--- src/rtl/uart_rx_os16.sv ---
`default_nettype none
// ============================================================================
// uart_rx_os16 : 16x oversampled UART receiver (8N1 / 8E1 / 8O1, LSB first)
// Revision 1.0 : initial release
// ============================================================================
module uart_rx_os16 (
    input  logic       clk_i,
    input  logic       rst_i,
    input  logic       baud_tick_x16_i,
    input  logic       rx_en_i,
    input  logic       parity_en_i,
    input  logic       parity_odd_i,
    input  logic       rx_i,
    output logic [7:0] rx_data_o,
    output logic       rx_valid_o,
    output logic       parity_err_o,
    output logic       frame_err_o
);

    typedef enum logic [2:0] {
        ST_IDLE   = 3'd0,
        ST_START  = 3'd1,
        ST_DATA   = 3'd2,
        ST_PARITY = 3'd3,
        ST_STOP   = 3'd4
    } state_t;

    localparam logic [3:0] C_TICK_S0  = 4'd7;
    localparam logic [3:0] C_TICK_S1  = 4'd8;
    localparam logic [3:0] C_TICK_VOTE = 4'd9;
    localparam logic [3:0] C_TICK_LAST = 4'd15;

    state_t     state_q, state_d;
    logic       sync1_q, sync1_d;
    logic       sync2_q, sync2_d;
    logic       rx_q, rx_d;
    logic [3:0] tick_cnt_q, tick_cnt_d;
    logic [2:0] bit_cnt_q, bit_cnt_d;
    logic [7:0] shift_q, shift_d;
    logic [1:0] samp_q, samp_d;
    logic       par_en_q, par_en_d;
    logic       par_odd_q, par_odd_d;
    logic       par_bit_q, par_bit_d;
    logic [7:0] data_q, data_d;
    logic       valid_q, valid_d;
    logic       perr_q, perr_d;
    logic       ferr_q, ferr_d;

    logic       w_rx_s;
    logic       w_vote;
    logic       w_tick;

    assign w_rx_s = sync2_q;
    assign w_tick = baud_tick_x16_i;
    // Third sample is the live synchronised line at the vote tick.
    assign w_vote = (samp_q[0] & samp_q[1]) | (samp_q[0] & w_rx_s) | (samp_q[1] & w_rx_s);

    always_comb begin
        state_d    = state_q;
        sync1_d    = rx_i;
        sync2_d    = sync1_q;
        rx_d       = sync2_q;
        tick_cnt_d = tick_cnt_q;
        bit_cnt_d  = bit_cnt_q;
        shift_d    = shift_q;
        samp_d     = samp_q;
        par_en_d   = par_en_q;
        par_odd_d  = par_odd_q;
        par_bit_d  = par_bit_q;
        data_d     = data_q;
        valid_d    = 1'b0;
        perr_d     = perr_q;
        ferr_d     = ferr_q;

        if (!rx_en_i) begin
            state_d    = ST_IDLE;
            tick_cnt_d = 4'd0;
            bit_cnt_d  = 3'd0;
        end else begin
            if (w_tick) begin
                tick_cnt_d = tick_cnt_q + 4'd1;
                if (tick_cnt_q == C_TICK_S0) samp_d[0] = w_rx_s;
                if (tick_cnt_q == C_TICK_S1) samp_d[1] = w_rx_s;
            end

            case (state_q)
                ST_IDLE: begin
                    if (rx_q && !w_rx_s) begin
                        state_d    = ST_START;
                        tick_cnt_d = 4'd0;
                        par_en_d   = parity_en_i;
                        par_odd_d  = parity_odd_i;
                    end
                end
                ST_START: begin
                    if (w_tick) begin
                        if (tick_cnt_q == C_TICK_VOTE && w_vote) begin
                            state_d = ST_IDLE;
                        end else if (tick_cnt_q == C_TICK_LAST) begin
                            state_d   = ST_DATA;
                            bit_cnt_d = 3'd0;
                        end
                    end
                end
                ST_DATA: begin
                    if (w_tick) begin
                        if (tick_cnt_q == C_TICK_VOTE) begin
                            shift_d = {w_vote, shift_q[7:1]};
                        end else if (tick_cnt_q == C_TICK_LAST) begin
                            if (bit_cnt_q == 3'd7) begin
                                state_d = par_en_q ? ST_PARITY : ST_STOP;
                            end else begin
                                bit_cnt_d = bit_cnt_q + 3'd1;
                            end
                        end
                    end
                end
                ST_PARITY: begin
                    if (w_tick) begin
                        if (tick_cnt_q == C_TICK_VOTE) begin
                            par_bit_d = w_vote;
                        end else if (tick_cnt_q == C_TICK_LAST) begin
                            state_d = ST_STOP;
                        end
                    end
                end
                ST_STOP: begin
                    // Commit mid-stop-bit so the next start edge can be caught early.
                    if (w_tick && tick_cnt_q == C_TICK_VOTE) begin
                        data_d  = shift_q;
                        ferr_d  = ~w_vote;
                        perr_d  = par_en_q ? (par_bit_q ^ (^shift_q) ^ par_odd_q) : 1'b0;
                        valid_d = 1'b1;
                        state_d = ST_IDLE;
                    end
                end
                default: begin
                    state_d = ST_IDLE;
                end
            endcase
        end
    end

    always_ff @(posedge clk_i or posedge rst_i) begin
        if (rst_i) begin
            state_q    <= ST_IDLE;
            sync1_q    <= 1'b1;
            sync2_q    <= 1'b1;
            rx_q       <= 1'b1;
            tick_cnt_q <= 4'd0;
            bit_cnt_q  <= 3'd0;
            shift_q    <= 8'h00;
            samp_q     <= 2'b00;
            par_en_q   <= 1'b0;
            par_odd_q  <= 1'b0;
            par_bit_q  <= 1'b0;
            data_q     <= 8'h00;
            valid_q    <= 1'b0;
            perr_q     <= 1'b0;
            ferr_q     <= 1'b0;
        end else begin
            state_q    <= state_d;
            sync1_q    <= sync1_d;
            sync2_q    <= sync2_d;
            rx_q       <= rx_d;
            tick_cnt_q <= tick_cnt_d;
            bit_cnt_q  <= bit_cnt_d;
            shift_q    <= shift_d;
            samp_q     <= samp_d;
            par_en_q   <= par_en_d;
            par_odd_q  <= par_odd_d;
            par_bit_q  <= par_bit_d;
            data_q     <= data_d;
            valid_q    <= valid_d;
            perr_q     <= perr_d;
            ferr_q     <= ferr_d;
        end
    end

    assign rx_data_o    = data_q;
    assign rx_valid_o   = valid_q;
    assign parity_err_o = perr_q;
    assign frame_err_o  = ferr_q;

endmodule
`default_nettype wire

--- config.mk ---
export PLATFORM = sky130hd
export DESIGN_NAME = uart_rx_os16
export DESIGN_NICKNAME = d
export VERILOG_FILES = /design/src/rtl/uart_rx_os16.sv
export SDC_FILE = /design/constraint.sdc
export NUM_CORES = 1
export LEC_CHECK = 0
export CORE_MARGIN = 10
export CORE_UTILIZATION = 60
export DETAILED_ROUTE_END_ITERATION = 8
export GPL_ROUTABILITY_DRIVEN = 0
export PLACE_DENSITY = 0.82
export SYNTH_ARGS = -nofsm -noshare
export SYNTH_HDL_FRONTEND = slang
export SYNTH_SLANG_ARGS = --single-unit
--- constraint.sdc ---
create_clock -name clk_i -period 3.1 [get_ports clk_i]
set_input_delay 0.62 -clock clk_i [delete_from_list [all_inputs] [get_ports clk_i]]
set_output_delay 0.62 -clock clk_i [all_outputs]
set_load 0.01 [all_outputs]
# == After elaboration in Yosys (flattened, before gate mapping) ==
# Index checks and enable logic that the tools add are counted.
# classes
bitwise,8
reduce_logical,14
n_eq_ne,24
muxes,32
n_addsub,2
# ops
op,n
3-bit two-way mux,22
3-bit inequality test (second input constant),13
4-bit two-way mux,4
3-bit one-hot mux with 5 select lines,1
4-bit equality test (second input constant),3
3-bit AND reduction,4
11-bit AND reduction,1
4-bit AND reduction,2
8-bit AND reduction,1
8-bit parity,1
3-bit by 2-bit equality test with 1-bit output (second input constant),2
3-bit equality test (second input constant),2
3-bit one-hot mux with 2 select lines,1
4-bit by 1-bit adder with 4-bit output (second input constant),1
4-bit by 3-bit equality test with 1-bit output (second input constant),1
1-bit two-way mux,4
4-bit inequality test (second input constant),1
3-bit by 1-bit adder with 3-bit output (second input constant),1
1-bit bitwise AND,3
3-bit by 1-bit equality test with 1-bit output (second input constant),1
1-bit logical AND,3
3-bit zero test,1
3-bit by 1-bit inequality test with 1-bit output (second input constant),1
1-bit bitwise OR,2
3 further kinds,4
# word_totals
inputBits,7
regBits,37
output_inout_bits,11
elab_cells,96

# == Longest topological paths before layout ==
# depth
depth_word,8
mapped_depth,7
mapped_depth_nobuf,6

# == Worst setup path before layout ==
# No wires, ideal clock.
# synth_path
path_type,register to register
start,register bit_cnt_q[0]
end,register state_q[2]
n_path_buf,0
arrival_time_ns,1.850
slack_ns,1.125
synth_period_minus_slack_ns,1.975
stages_incl_launch_ff,6
cell_sequence,dfrtp_1 -> ha_1 -> ha_1 -> a2111oi_1 -> o31a_1 -> mux2_2
# synth_between
elab_chain_len,3
# synth_lines
item,line_no,rtl
"start, declared",38,"logic [2:0] bit_cnt_q, bit_cnt_d;"
"start signal, assigned",167,bit_cnt_q <= bit_cnt_d;
3-bit equality test,110,if (bit_cnt_q == 3'd7) begin
3-bit inequality test (no line),n/a,
11-bit AND reduction (no line),n/a,
"end signal, assigned",162,state_q <= state_d;
"end, declared",33,"state_t state_q, state_d;"
# No other way between the ends.
# A chain may end at the register's enable or synchronous reset.

# == Worst setup path in the final report ==
# Ends and elaborated chain as after synthesis.

==> out/qor.log <==
qor: status.result_of_the_run finished clean
qor: placed_design.post-dp-hpwl 2760 um
qor: die.dieArea 5720 um2
qor: finish.final_cell_count_no_fill 212
qor: clock_network.clk_pin_slew_worst_paths 120 ps
qor: detailed_routing.dr.first_iter.drc_count 81
qor: detailed_routing.firstDrtPassIters 5
qor: logic_synthesis.synth_top_family_by_area multiplexers
qor: sta.max_clock_freq 444 MHz
qor: sta.grt_setup_unrepaired no
qor: sta.fin_worst_skew 14.6 ps
qor: flow_run.drv.max_cap_violation_count 0
qor: logic_synthesis.synth_largest_type_area_fraction 45.8%
qor: logic_synthesis.synth-seq-cells 37
qor: detailed_routing.detail_route.drc_violations 0
qor: logic_synthesis.async_flop_share 100%
qor: global_routing.global_route.usage.total 14.8%
qor: sta.setup_viol 0
qor: global_routing.number_of_global_route_vias_before_repair 1407
qor: logic_synthesis.synth_ff_type dfrtp_1
qor: setup_path.critical_path.top_delay_family compound AO/OA/AOI/OAI gates
qor: placed_design.port_buffers 17
qor: die.dieHeight 75.6 um
qor: clock_network.cts_resized 0
qor: setup_path.crit_start_category flop
qor: clock_network.worst_skew_pair.late_latency 360 ps
qor: logic_synthesis.synth_xor_area_share 5.93%
qor: die.starting_utilization_of_the_core_area 61.8%
qor: sta.finalCriticalPeriod 2250 ps
qor: global_routing.largest_net_degree_at_the_start_of_global_routing 22
qor: detailed_routing.postRouteAntennaNets 0
qor: clock_network.cts_setup_buffers 0
qor: setup_path.criticalPathCategory reg2reg
qor: clock_network.clock_path_buffers 2
qor: clock_network.cts-buffers-inserted 5
qor: setup_path.critical_path.n_buffers_inverters 0
qor: sta.worst_slack 846 ps
qor: placed_design.place_area 2060 um2
qor: power_and_ir_drop.leakage 1.00 nW
qor: setup_path.slowest_stage a2111oi_1
qor: logic_synthesis.yosys-mux-area-fraction 16.3%
qor: logic_synthesis.post-synth-top-area-cell dfrtp_1
qor: sta.hold_ws 362 ps
qor: logic_synthesis.synth_fa_ha_area_share 3.91%
qor: detailed_routing.wirelength 3750 um
qor: finish.fillCellCount 226
qor: placed_design.pre_cts_slack 532 ps
qor: setup_path.worstPathRequired 3350 ps
qor: logic_synthesis.yosys.cell_types.count 42
qor: global_routing.grt.overflow.total 0
qor: logic_synthesis.synth_warnings 0
qor: clock_network.hold_buffers 0
qor: logic_synthesis.yosys.area_share.simple 13.2%
qor: setup_path.crit_arrival 2500 ps
qor: sta.finalHoldViolations 0
qor: setup_path.ff2ff_path_depth 5
qor: logic_synthesis.postSynthCellCount 159
qor: setup_path.crit_path_cell_trace ha_1 > ha_1 > a2111oi_1 > o31a_1 > mux2_2
qor: sta.tns 0 ps
qor: finish.final-seq-area 930 um2
qor: clock_network.ctsHtreeMaxLevel 2
qor: die.row_count 20
qor: setup_path.worst_path_most_repeated_cell ha_1
qor: finish.antenna-diode-count 0
qor: min_path.worstHoldPathCells 0
qor: finish.layout-drive-gt1-share 22.3%
qor: global_routing.grt_antenna_before_repair 0
qor: power_and_ir_drop.power.density_cell_area 489 nW/um2
qor: finish.multi_input_area 872 um2
qor: finish.layout-area-overhead-vs-synth 14.8%
qor: logic_synthesis.synth.yosys.seq_area_share 50.1%
qor: clock_network.cell_at_the_root_of_the_clock_tree clkbuf_4
qor: sta.timing.slew.headroom 50.6%
qor: detailed_routing.viasPerCell 6.20
qor: setup_path.stages_on_worst_setup_path 5
qor: power_and_ir_drop.design_power_total 1.04 mW
qor: placed_design.post-place-cells 205
qor: sta.max_transition_viols_final 0
qor: setup_path.path_max_fanout 4
qor: finish.post-route-util 71.0%
qor: logic_synthesis.most_instantiated_cells_after_synthesis dfrtp_1, mux2_2, nand2_1
qor: finish.post-route-cell-area 2130 um2
qor: setup_path.critical_path_s_largest_stage_delay 720 ps
qor: logic_synthesis.synth_compound_gate_area_share 7.61%
qor: clock_network.cts_tree built
qor: logic_synthesis.most_numerous_cell_in_the_yosys_netlist dfrtp_1
qor: finish.nNetsFinal 191
qor: power_and_ir_drop.vdd.ir_drop.worst 0.311 mV
qor: detailed_routing.wl_per_cell 17.7 um
qor: logic_synthesis.synthesis.nets 171
qor: die.floorplan.io_pins 18
qor: logic_synthesis.synth.top_cells.by_area dfrtp_1, mux2_2, dfstp_2, ha_1, xnor2_1
qor: logic_synthesis.synth_area 1860 um2
qor: clock_network.number_of_clock_sinks_seen_by_cts 37
qor: setup_path.end_kind flop
qor: global_routing.grt_first_pass_wirelength 6380 um
qor: sta.tightestPinTransition 740 ps
qor: logic_synthesis.synthesis.area_per_instance 11.7 um2
qor: die.fp.dieW 75.6 um
qor: detailed_routing.routed-via-count 1314
qor: sta.period_share 72.7%
qor: logic_synthesis.post_synth_edffs 0
qor: die.design.core.area 3000 um2
qor: min_path.hold_class reg2reg
final cells by class:
cell class              count  area share [%]
repair buffers             20            9.04
well taps                  33            1.94
clock buffers               5            1.76
flip-flops and latches     37            43.6
clock inverters             2            1.64
inverters                   6            1.06
multi-input cells         109            40.9
power breakdown:
part           internal (mW)  switching, mW  leakage [nW]  total, mW
clock                  0.164          0.164        0.0410      0.328
combinational         0.0723         0.0992         0.459      0.172
sequential             0.509         0.0328         0.500      0.542
worst paths after layout:
kind | slack (ps) | from | endpoint
max in group asynchronous | 1700 | rst_i | sync1_q
min in group asynchronous | 630 | rst_i | shift_q[7]
max | 850 | bit_cnt_q[0] | state_q[2]
min | 360 | sync1_q | rx_d
max reg2reg | 850 | bit_cnt_q[0] | state_q[2]
min reg2reg | 360 | sync1_q | rx_d
registers in the layout, summed over array words and instances, names as in the netlist, 2 cells and up:
register    count
rx_data_o       8
shift_q         8
samp_q          2
bit_cnt_q       3
tick_cnt_q      4
state_q         3
placed cells by master, fill, tap and decap left out, drive strengths merged, types with 2 or more instances in the layout:
cell and instances:
nand4b 2, o21ai 3, nand4 4, and3 5
dfstp 3, o211ai 2, ha 5, clkdlybuf4s50 17
mux2 25, xor2 3, dfrtp 34, nand2 11
nand3 5, a21oi 5, xnor2 7, inv 6
buf 3, nor3 2, nor2 8, clkbuf 5
nor2b 3
cells by family after synthesis:
family | after synthesis
fa+ha+maj | 6
flops | 37
compound gates | 20
mux | 26
simple gates | 46
xor+xnor | 11
buf+inv | 13
layer usage:
layer,part of all wire (%),up-vias,track usage (%)
li1,-,602,-
met1,40,636,16.3
met2,49,57,25.2
met3,6.7,19,4.17
met4,4.4,0,8.45
met5,0,-,0
(Power assumes the default switching activity.)
